## src/rtl/vga_text_pkg.sv

```systemverilog
// vga_text_pkg: shared text-mode geometry, pipeline latency and colour type
package vga_text_pkg;
  localparam int H_ACTIVE = 640;
  localparam int V_ACTIVE = 480;
  localparam int COLS     = 80;
  localparam int ROWS     = 30;
  localparam int CHAR_W   = 8;
  localparam int CHAR_H   = 16;
  localparam int LATENCY  = 5;
  typedef logic [2:0] rgb_t;
endpackage

```

## src/rtl/delay_line.sv

```systemverilog
// delay_line: DEPTH-stage register shift line, async active-low reset to RESET_VAL
//   CLK, NRST : clock, async active-low reset
//   d         : input word
//   q         : d delayed by DEPTH clocks
module delay_line #(
  parameter int WIDTH = 1,
  parameter int DEPTH = 1,
  parameter logic [WIDTH-1:0] RESET_VAL = '0
) (
  input  logic             CLK,
  input  logic             NRST,
  input  logic [WIDTH-1:0] d,
  output logic [WIDTH-1:0] q
);
  logic [WIDTH-1:0] pipe [DEPTH];
  always_ff @(posedge CLK or negedge NRST)
    if (!NRST) begin
      for (int i = 0; i < DEPTH; i++) pipe[i] <= RESET_VAL;
    end else begin
      pipe[0] <= d;
      for (int i = 1; i < DEPTH; i++) pipe[i] <= pipe[i-1];
    end
  assign q = pipe[DEPTH-1];
endmodule

```

## src/rtl/text_renderer.sv

```systemverilog
// text_renderer: 80x30 character-cell pixel pipeline with blinking underline cursor
//   CLK, NRST                : pixel clock, async active-low reset
//   PIXEL_CNTR, ROW_NUM      : pixel coordinates from the sync controller
//   H_SYNC_IN, V_SYNC_IN     : raw active-low syncs
//   CURSOR_COL, CURSOR_ROW   : cursor cell position
//   CHAR_ADDR / CHAR_IN      : text RAM port (1-cycle read latency)
//   FONT_ADDR / FONT_DATA    : font ROM port (1-cycle read latency, bit 7 leftmost)
//   H_SYNC, V_SYNC           : syncs delayed to match the 5-clock pixel latency
//   RED, GREEN, BLUE         : registered pixel colour
module text_renderer import vga_text_pkg::*; #(
  parameter rgb_t FG_COLOR  = 3'b111,
  parameter rgb_t BG_COLOR  = 3'b000,
  parameter rgb_t CUR_COLOR = 3'b010
) (
  input  logic        CLK,
  input  logic        NRST,
  input  logic [9:0]  PIXEL_CNTR,
  input  logic [9:0]  ROW_NUM,
  input  logic        H_SYNC_IN,
  input  logic        V_SYNC_IN,
  input  logic [6:0]  CURSOR_COL,
  input  logic [4:0]  CURSOR_ROW,
  output logic [11:0] CHAR_ADDR,
  input  logic [7:0]  CHAR_IN,
  output logic [11:0] FONT_ADDR,
  input  logic [7:0]  FONT_DATA,
  output logic        H_SYNC,
  output logic        V_SYNC,
  output logic        RED,
  output logic        GREEN,
  output logic        BLUE
);
  logic [6:0] col;
  logic [4:0] trow;
  logic [3:0] grow;
  logic [2:0] pix_bit;
  logic       active, cursor_hit;
  logic       s2_active, s2_hit, s4_active, s4_hit;
  logic [2:0] s2_bit, s4_bit;
  logic [3:0] s2_grow;
  logic       vs_r, vs_rr, blink_on;
  logic [4:0] blink_cnt;
  rgb_t       rgb_q, rgb_d;
  assign col        = PIXEL_CNTR[9:3];
  assign trow       = ROW_NUM[8:4];
  assign grow       = ROW_NUM[3:0];
  assign pix_bit    = PIXEL_CNTR[2:0];
  assign active     = (PIXEL_CNTR < 10'(H_ACTIVE)) && (ROW_NUM < 10'(V_ACTIVE));
  // underline occupies the bottom two glyph rows (14 and 15)
  assign cursor_hit = (col == CURSOR_COL) && (trow == CURSOR_ROW) && (grow[3:1] == 3'b111);
  assign blink_on   = ~blink_cnt[4];
  // first two stages: grow must be available when CHAR_IN returns
  delay_line #(.WIDTH(9), .DEPTH(2)) u_side_a (
    .CLK(CLK), .NRST(NRST),
    .d({active, pix_bit, grow, cursor_hit}),
    .q({s2_active, s2_bit, s2_grow, s2_hit})
  );
  // last two stages: pixel attributes aligned with FONT_DATA
  delay_line #(.WIDTH(5), .DEPTH(2)) u_side_b (
    .CLK(CLK), .NRST(NRST),
    .d({s2_active, s2_bit, s2_hit}),
    .q({s4_active, s4_bit, s4_hit})
  );
  delay_line #(.WIDTH(2), .DEPTH(LATENCY), .RESET_VAL(2'b11)) u_sync (
    .CLK(CLK), .NRST(NRST),
    .d({H_SYNC_IN, V_SYNC_IN}),
    .q({H_SYNC, V_SYNC})
  );
  always_comb
    rgb_d = !s4_active              ? 3'b000    :
            (s4_hit && blink_on)    ? CUR_COLOR :
            FONT_DATA[3'd7 - s4_bit] ? FG_COLOR  : BG_COLOR;
  always_ff @(posedge CLK or negedge NRST)
    if (!NRST) begin
      CHAR_ADDR <= '0;
      FONT_ADDR <= '0;
      rgb_q     <= '0;
      vs_r      <= 1'b1;
      vs_rr     <= 1'b1;
      blink_cnt <= '0;
    end else begin
      // trow*80 + col without a multiplier
      CHAR_ADDR <= 12'({trow, 6'b0}) + 12'({trow, 4'b0}) + 12'(col);
      FONT_ADDR <= {CHAR_IN, s2_grow};
      rgb_q     <= rgb_d;
      vs_r      <= V_SYNC_IN;
      vs_rr     <= vs_r;
      if (vs_rr && !vs_r) blink_cnt <= blink_cnt + 5'd1;
    end
  assign {RED, GREEN, BLUE} = rgb_q;
endmodule

```

## config.mk

```make
export PLATFORM = sky130hd
export DESIGN_NAME = text_renderer
export DESIGN_NICKNAME = d
export VERILOG_FILES = /design/src/rtl/vga_text_pkg.sv /design/src/rtl/delay_line.sv /design/src/rtl/text_renderer.sv
export SDC_FILE = /design/constraint.sdc
export NUM_CORES = 1
export LEC_CHECK = 0
export ABC_AREA = 1
export BUFFER_PORTS_ARGS = -buffer_cell sky130_fd_sc_hd__buf_4
export CORE_MARGIN = 3
export CORE_UTILIZATION = 54
export CTS_CLUSTER_SIZE = 12
export DETAILED_ROUTE_END_ITERATION = 12
export PLACE_DENSITY = 0.83
export SLEW_MARGIN = 20
export SYNTH_ARGS = -nofsm -noshare
export SYNTH_HDL_FRONTEND = slang
export SYNTH_HIERARCHICAL = 1
export SYNTH_SLANG_ARGS = --single-unit
```

## constraint.sdc

```tcl
create_clock -name CLK -period 1.8 [get_ports CLK]
set_input_delay 0.09 -clock CLK [delete_from_list [all_inputs] [get_ports CLK]]
set_output_delay 0.09 -clock CLK [all_outputs]
set_load 0.05 [all_outputs]
```

==> impl_metrics.ini, run 1 <==
[floorplanning]
die_w_um = 76.2
ios = 81
core_area_um2 = 4560
row_count = 24
fp.dieH_um = 76.2
die-area_um2 = 5800
initial_core_util_pct = 58.2

[sta]
fin_hold_ws_ps = 57.6
worst_slew_pin_slew_ps = 603
grt_setup_unrepaired = false
slew_viol_final = 0
setup_viol = 0
hold_viol = 0
min_period_over_period_pct = 94.1
timing.fmax_mhz = 591
fin_tns_setup_ps = 0
min_period_ps = 1690
slew_headroom_pct = 59.8
fin_skew_ps = 7.30

[layout]
final_nets = 377
fillers = 263
stdcell_area_um2 = 3700
multiInputGateArea_um2 = 624
syn2layout_area_growth_pct = 39.4
drive_gt1_share_pct = 37.4
register_area_um2 = 1790

[placement]
port_buffers = 80
dpl.hpwl_um = 3350
post_dp_cell_area_um2 = 3240
gp_congestion = 0.818

[clock_tree]
cts_made_buffers = 9
cts.path.max_buffers = 2
cts_tree = built
cts.clk_slew.worst_paths_ps = 70
cts_htree_levels = 3
clockRootBuffer = clkbuf_8
clkSinkCount = 71
worstSkewPairLatency_ps = 330

[synthesis]
ys_seq_area_share_pct = 67.4
ys_ff_latch = 71
syn-instance-count = 213
ys_types = 26
postSynthAreaPerCell_um2 = 12.5
yosysWarningCount = 6
syn-num-nets = 277
synth_top_area_share_pct = 55.6
yosys.area.top_type = dfrtp_1
syn_area_um2 = 2660
synth_area_leaders = dfrtp_1, dfstp_2, buf_4

[flow_run]
drv_cap = 0

[worst_setup_path]
critPathMaxFanout = 4
cp.arrival_ps = 1950
crit_top_cell = ha_1
cp-end-kind = flop
cp.required_ps = 2060
crit_chain = buf_4 -> dlygate4sd3_1 -> ha_1 -> ha_1 -> inv_1 -> fa_2 -> o21ai_2 -> a21oi_1 -> nor2_1
cpMaxStageDelayCell = dlygate4sd3_1
cp-start-kind = input port
path_class = input port to flop
cpPeakStageDelay_ps = 570

[route]
drc = 0
drtPass1Iterations = 4
dr_total_vias = 1847
drtAntennaViolNets = 0
wl_per_cell_um = 15.6
viasPerCell = 4.81
wl_um = 5990
drt-initial-drc-count = 91

[status]
outcome = finished clean

[grt]
grt_max_degree = 48
grt_use_total_pct = 21.9
grt_pass1_wl_um = 9720
overflow = 0
grt_pass1_vias = 2151
antenna_found_initial = 1

[min_path]
hold_class = input port to flop

[power_and_ir_drop]
power_density_nw_per_um2 = 1070
vdd_ir_drop_max_uv = 850
p_leak_nw = 1.88
-- worst max-delay path, delay by kind of cell --
kind,cells,cell delay [ps]
simple gates,1,110
buf+inv,3,730
compound gates,2,260
fa+ha+maj,3,740
-- synthesized netlist by cell type --
library cell   n
a21oi_1        3
a21oi_2        1
a41oi_1        1
buf_4         17
dfrtp_1       59
dfstp_2       12
fa_1           2
ha_1          10
inv_1         30
inv_2          1
mux2_2         1
nand2_1       27
nand3_1        6
nand3_2        1
nand3b_1       2
nand4_1        3
nor2_1        13
nor2_4         1
nor3_2         1
o211ai_1       1
o21ai_0        6
o21ai_2        1
o21bai_1       1
or2_4          1
xnor2_1        3
xor2_1         9
-- power by group --
| group | switching, mW | internal, mW | leakage [nW] |
|---|---|---|---|
| combinational | 0.483 | 0.308 | 0.942 |
| clock | 0.573 | 0.781 | 0.102 |
| sequential | 0.0722 | 1.76 | 0.835 |
-- kinds of logic (layout without fill, tap and decap cells) --
group,after synthesis,after routing,synth area share [%]
other cells,0,1,0
buf+inv,48,153,9.18
compound gates,14,14,3.25
mux,1,1,0.424
flops,71,71,67.4
xor+xnor,12,12,3.96
fa+ha+maj,12,12,6.21
simple gates,55,55,9.56
-- flip-flops by register name, indices dropped and copies added (netlist names), 5 cells and up --
signal         cells
FONT_ADDR         12
u_side_a/pipe      9
CHAR_ADDR         12
u_sync/pipe        8
u_side_a/q         9
blink_cnt          5
u_side_b/pipe      5
u_side_b/q         5
-- final cells by class --
class | count | area share (%)
flip-flops and latches | 71 | 48.4
diodes | 1 | 0.0675
clock buffers | 9 | 3.34
well taps | 65 | 2.20
repair buffers | 106 | 23.4
inverters | 31 | 3.14
multi-input cells | 94 | 16.9
clock inverters | 7 | 2.60
-- metal layers --
metal / share of wire (%) / track usage (%)
met2: 56 / 40.6
met5: 0 / 0
met1: 32 / 20.4
met4: 3.3 / 11.6
met3: 8.8 / 8.98
-- what timing repair did --
action / 4_1_cts / 5_1_grt
buffers inserted: 0 / 0
setup endpoints to repair: 0 / 1
endpoints found under the hold margin: 58 / 0
gates resized for setup: 0 / 1
hold buffers: 24 / 0
-- metrics by stage --
stage	power, mW	utilization [%]	worst slack, ps	std cells
after CTS	3.99	81.1	156	383
after global routing	4.17	81.2	17.5	384
after detailed placement	2.58	71.0	93.9	343
final	3.98	81.2	107	384
after floorplan	2.30	-	266	213
after global placement	2.55	71.0	146	343
-- layout by cell type (no fill, tap or decap), types with 2 or more instances in the layout --
| master | count |
|---|---|
| nand3_1 | 6 |
| bufinv_16 | 2 |
| dfstp_2 | 12 |
| nand2_1 | 27 |
| xor2_1 | 9 |
| dfrtp_1 | 59 |
| nand3b_1 | 2 |
| o21ai_0 | 6 |
| a21oi_1 | 3 |
| nand4_1 | 3 |
| inv_1 | 30 |
| clkbuf_8 | 9 |
| nor2_1 | 13 |
| ha_1 | 10 |
| buf_4 | 81 |
| clkinvlp_4 | 3 |
| dlygate4sd3_1 | 24 |
| xnor2_1 | 3 |
-- worst paths after layout --
kind,slack (ps),depth (start not counted),to,start
min in group asynchronous,290,2,CHAR_ADDR[7]$_DFF_PN0_,NRST
setup reg to reg,640,3,blink_cnt[1]$_DFFE_PN0P_,vs_rr$_DFF_PN1_
hold reg to reg,350,0,FONT_ADDR[2]$_DFF_PN0_,u_side_a/q[3]$_DFF_PN0_
hold / removal,60,3,CHAR_ADDR[11]$_DFF_PN0_,ROW_NUM[8]
max in group asynchronous,940,3,u_side_b/pipe[6]$_DFF_PN0_,NRST
setup / recovery,110,9,CHAR_ADDR[11]$_DFF_PN0_,ROW_NUM[4]
(Power assumes the default switching activity.)
==> run 2: changes to the inputs <==
Settings changed: SKIP_CTS_REPAIR_TIMING set to 1.
Clock period 1.8 ns to 2.2 ns, I/O delays scaled along.
==> impl_metrics.ini, run 2 (synthesis gave the netlist of run 1 again) <==
[worst_setup_path]
cp-start-kind = input port
cp-end-kind = flop
cp.required_ps = 2450
critPathMaxFanout = 4
cp.arrival_ps = 1730
cp-startpoint = PIXEL_CNTR[9]
path_class = input port to flop
regToRegStartpoint = vs_rr$_DFF_PN1_

[clock_tree]
cts.clk_slew.worst_paths_ps = 80
cts_htree_levels = 3
worstSkewPairLatency_ps = 340
clockRootBuffer = clkbuf_8
cts_tree = built
clkSinkCount = 71
cts_made_buffers = 9
cts.path.max_buffers = 2

[route]
drtPass1Iterations = 4
dr_total_vias = 1820
drt-initial-drc-count = 50
drtAntennaViolNets = 0
drc = 0
wl_um = 5550
wl_per_cell_um = 14.6
viasPerCell = 4.80

[layout]
n_antenna_cell = 0
stdcell_area_um2 = 3680
syn2layout_area_growth_pct = 38.4
final_nets = 373
biggestRegsByFlops = CHAR_ADDR x12, FONT_ADDR x12
final_cell_mix = buf_4, dfrtp_1, inv_1
layout.cells.most_common = buf_4
drive_gt1_share_pct = 36.9

[grt]
grt_use_total_pct = 17.9
overflow = 0
grt_pass1_wl_um = 7960
antenna_found_initial = 0
grt_pass1_vias = 1839
grt_max_degree = 72

[floorplanning]
core_area_um2 = 4560
initial_core_util_pct = 58.2
die_w_um = 76.2
fp.dieH_um = 76.2
die-area_um2 = 5800
ios = 81
row_count = 24

[min_path]
hold_class = input port to flop
hp-start = ROW_NUM[4]

[status]
outcome = finished clean

[sta]
min_period_over_period_pct = 67.0
grt_setup_unrepaired = false
timing.fmax_mhz = 679
slew_viol_final = 0
fin_tns_setup_ps = 0
hold_viol = 0
fin_skew_ps = 5.56
slew_headroom_pct = 44.5
worst_slew_pin_slew_ps = 832
min_period_ps = 1470
setup_viol = 0

[placement]
gp_congestion = 0.803
port_buffers = 80
dpl.hpwl_um = 3280
post_dp_cell_area_um2 = 3210

[flow_run]
drv_cap = 0

[power_and_ir_drop]
power_density_nw_per_um2 = 913
total_power_mw = 3.36
vdd_ir_drop_max_uv = 659
p_leak_nw = 1.87
==> run 2: cell types whose count changed in the layout (fill, tap and decap cells not counted), sizes merged <==
| cell | before | now |
|---|---|---|
| diode | 1 | 0 |
| inv | 32 | 31 |
| buf | 82 | 80 |
| bufinv | 2 | 3 |
| dlygate4sd3 | 24 | 22 |
==> run 2: critical path: stages <==
cell	delay (ps)
buf_4	110
inv_1	130
fa_1	460
fa_1	490
o21ai_2	220
xor2_1	200
==> run 2: final cells by class <==
cell class	instances	area, um^2
flip-flops and latches	71	1790
fillers	259	887
repair buffers	102	821
inverters	31	116
clock buffers	9	124
multi-input cells	94	622
clock inverters	7	121
well taps	65	81.3
==> run 2: stage by stage <==
step | utilization (%) | hold slack, ps | setup slack (ps) | cells
final | 80.6 | 22.1 | 727 | 379
after global placement | 70.4 | 219 | 507 | 341
after floorplan | - | -186 | 646 | 213
after detailed placement | 70.4 | 220 | 442 | 341
after CTS | 75.7 | -147 | 775 | 357
after global routing | 80.6 | 17.4 | 677 | 379
==> run 2: metal layers <==
layer,vias to the layer above,wire (um),track usage (%)
met4,0,209,8.15
met5,-,0,0
met2,93,3040,32.1
met3,22,408,7.80
met1,867,1890,17.8
li1,838,-,-
==> run 2: path summary, 6_finish.rpt <==
path	to	slack [ps]	depth (start not counted)
worst max-delay path	CHAR_ADDR[9]$_DFF_PN0_	730	6
worst min-delay path	CHAR_ADDR[4]$_DFF_PN0_	20	2
worst max register to register	blink_cnt[4]$_DFFE_PN0P_	1020	5
worst min register to register	u_side_b/q[2]$_DFF_PN0_	350	0
max in group asynchronous	u_side_b/pipe[7]$_DFF_PN0_	1250	2
min in group asynchronous	CHAR_ADDR[5]$_DFF_PN0_	410	2
==> run 2: report_power, final <==
part | internal (mW) | total [mW] | switching, mW
clock network | 0.754 | 1.24 | 0.485
registers | 1.44 | 1.50 | 0.0553
logic | 0.242 | 0.624 | 0.382
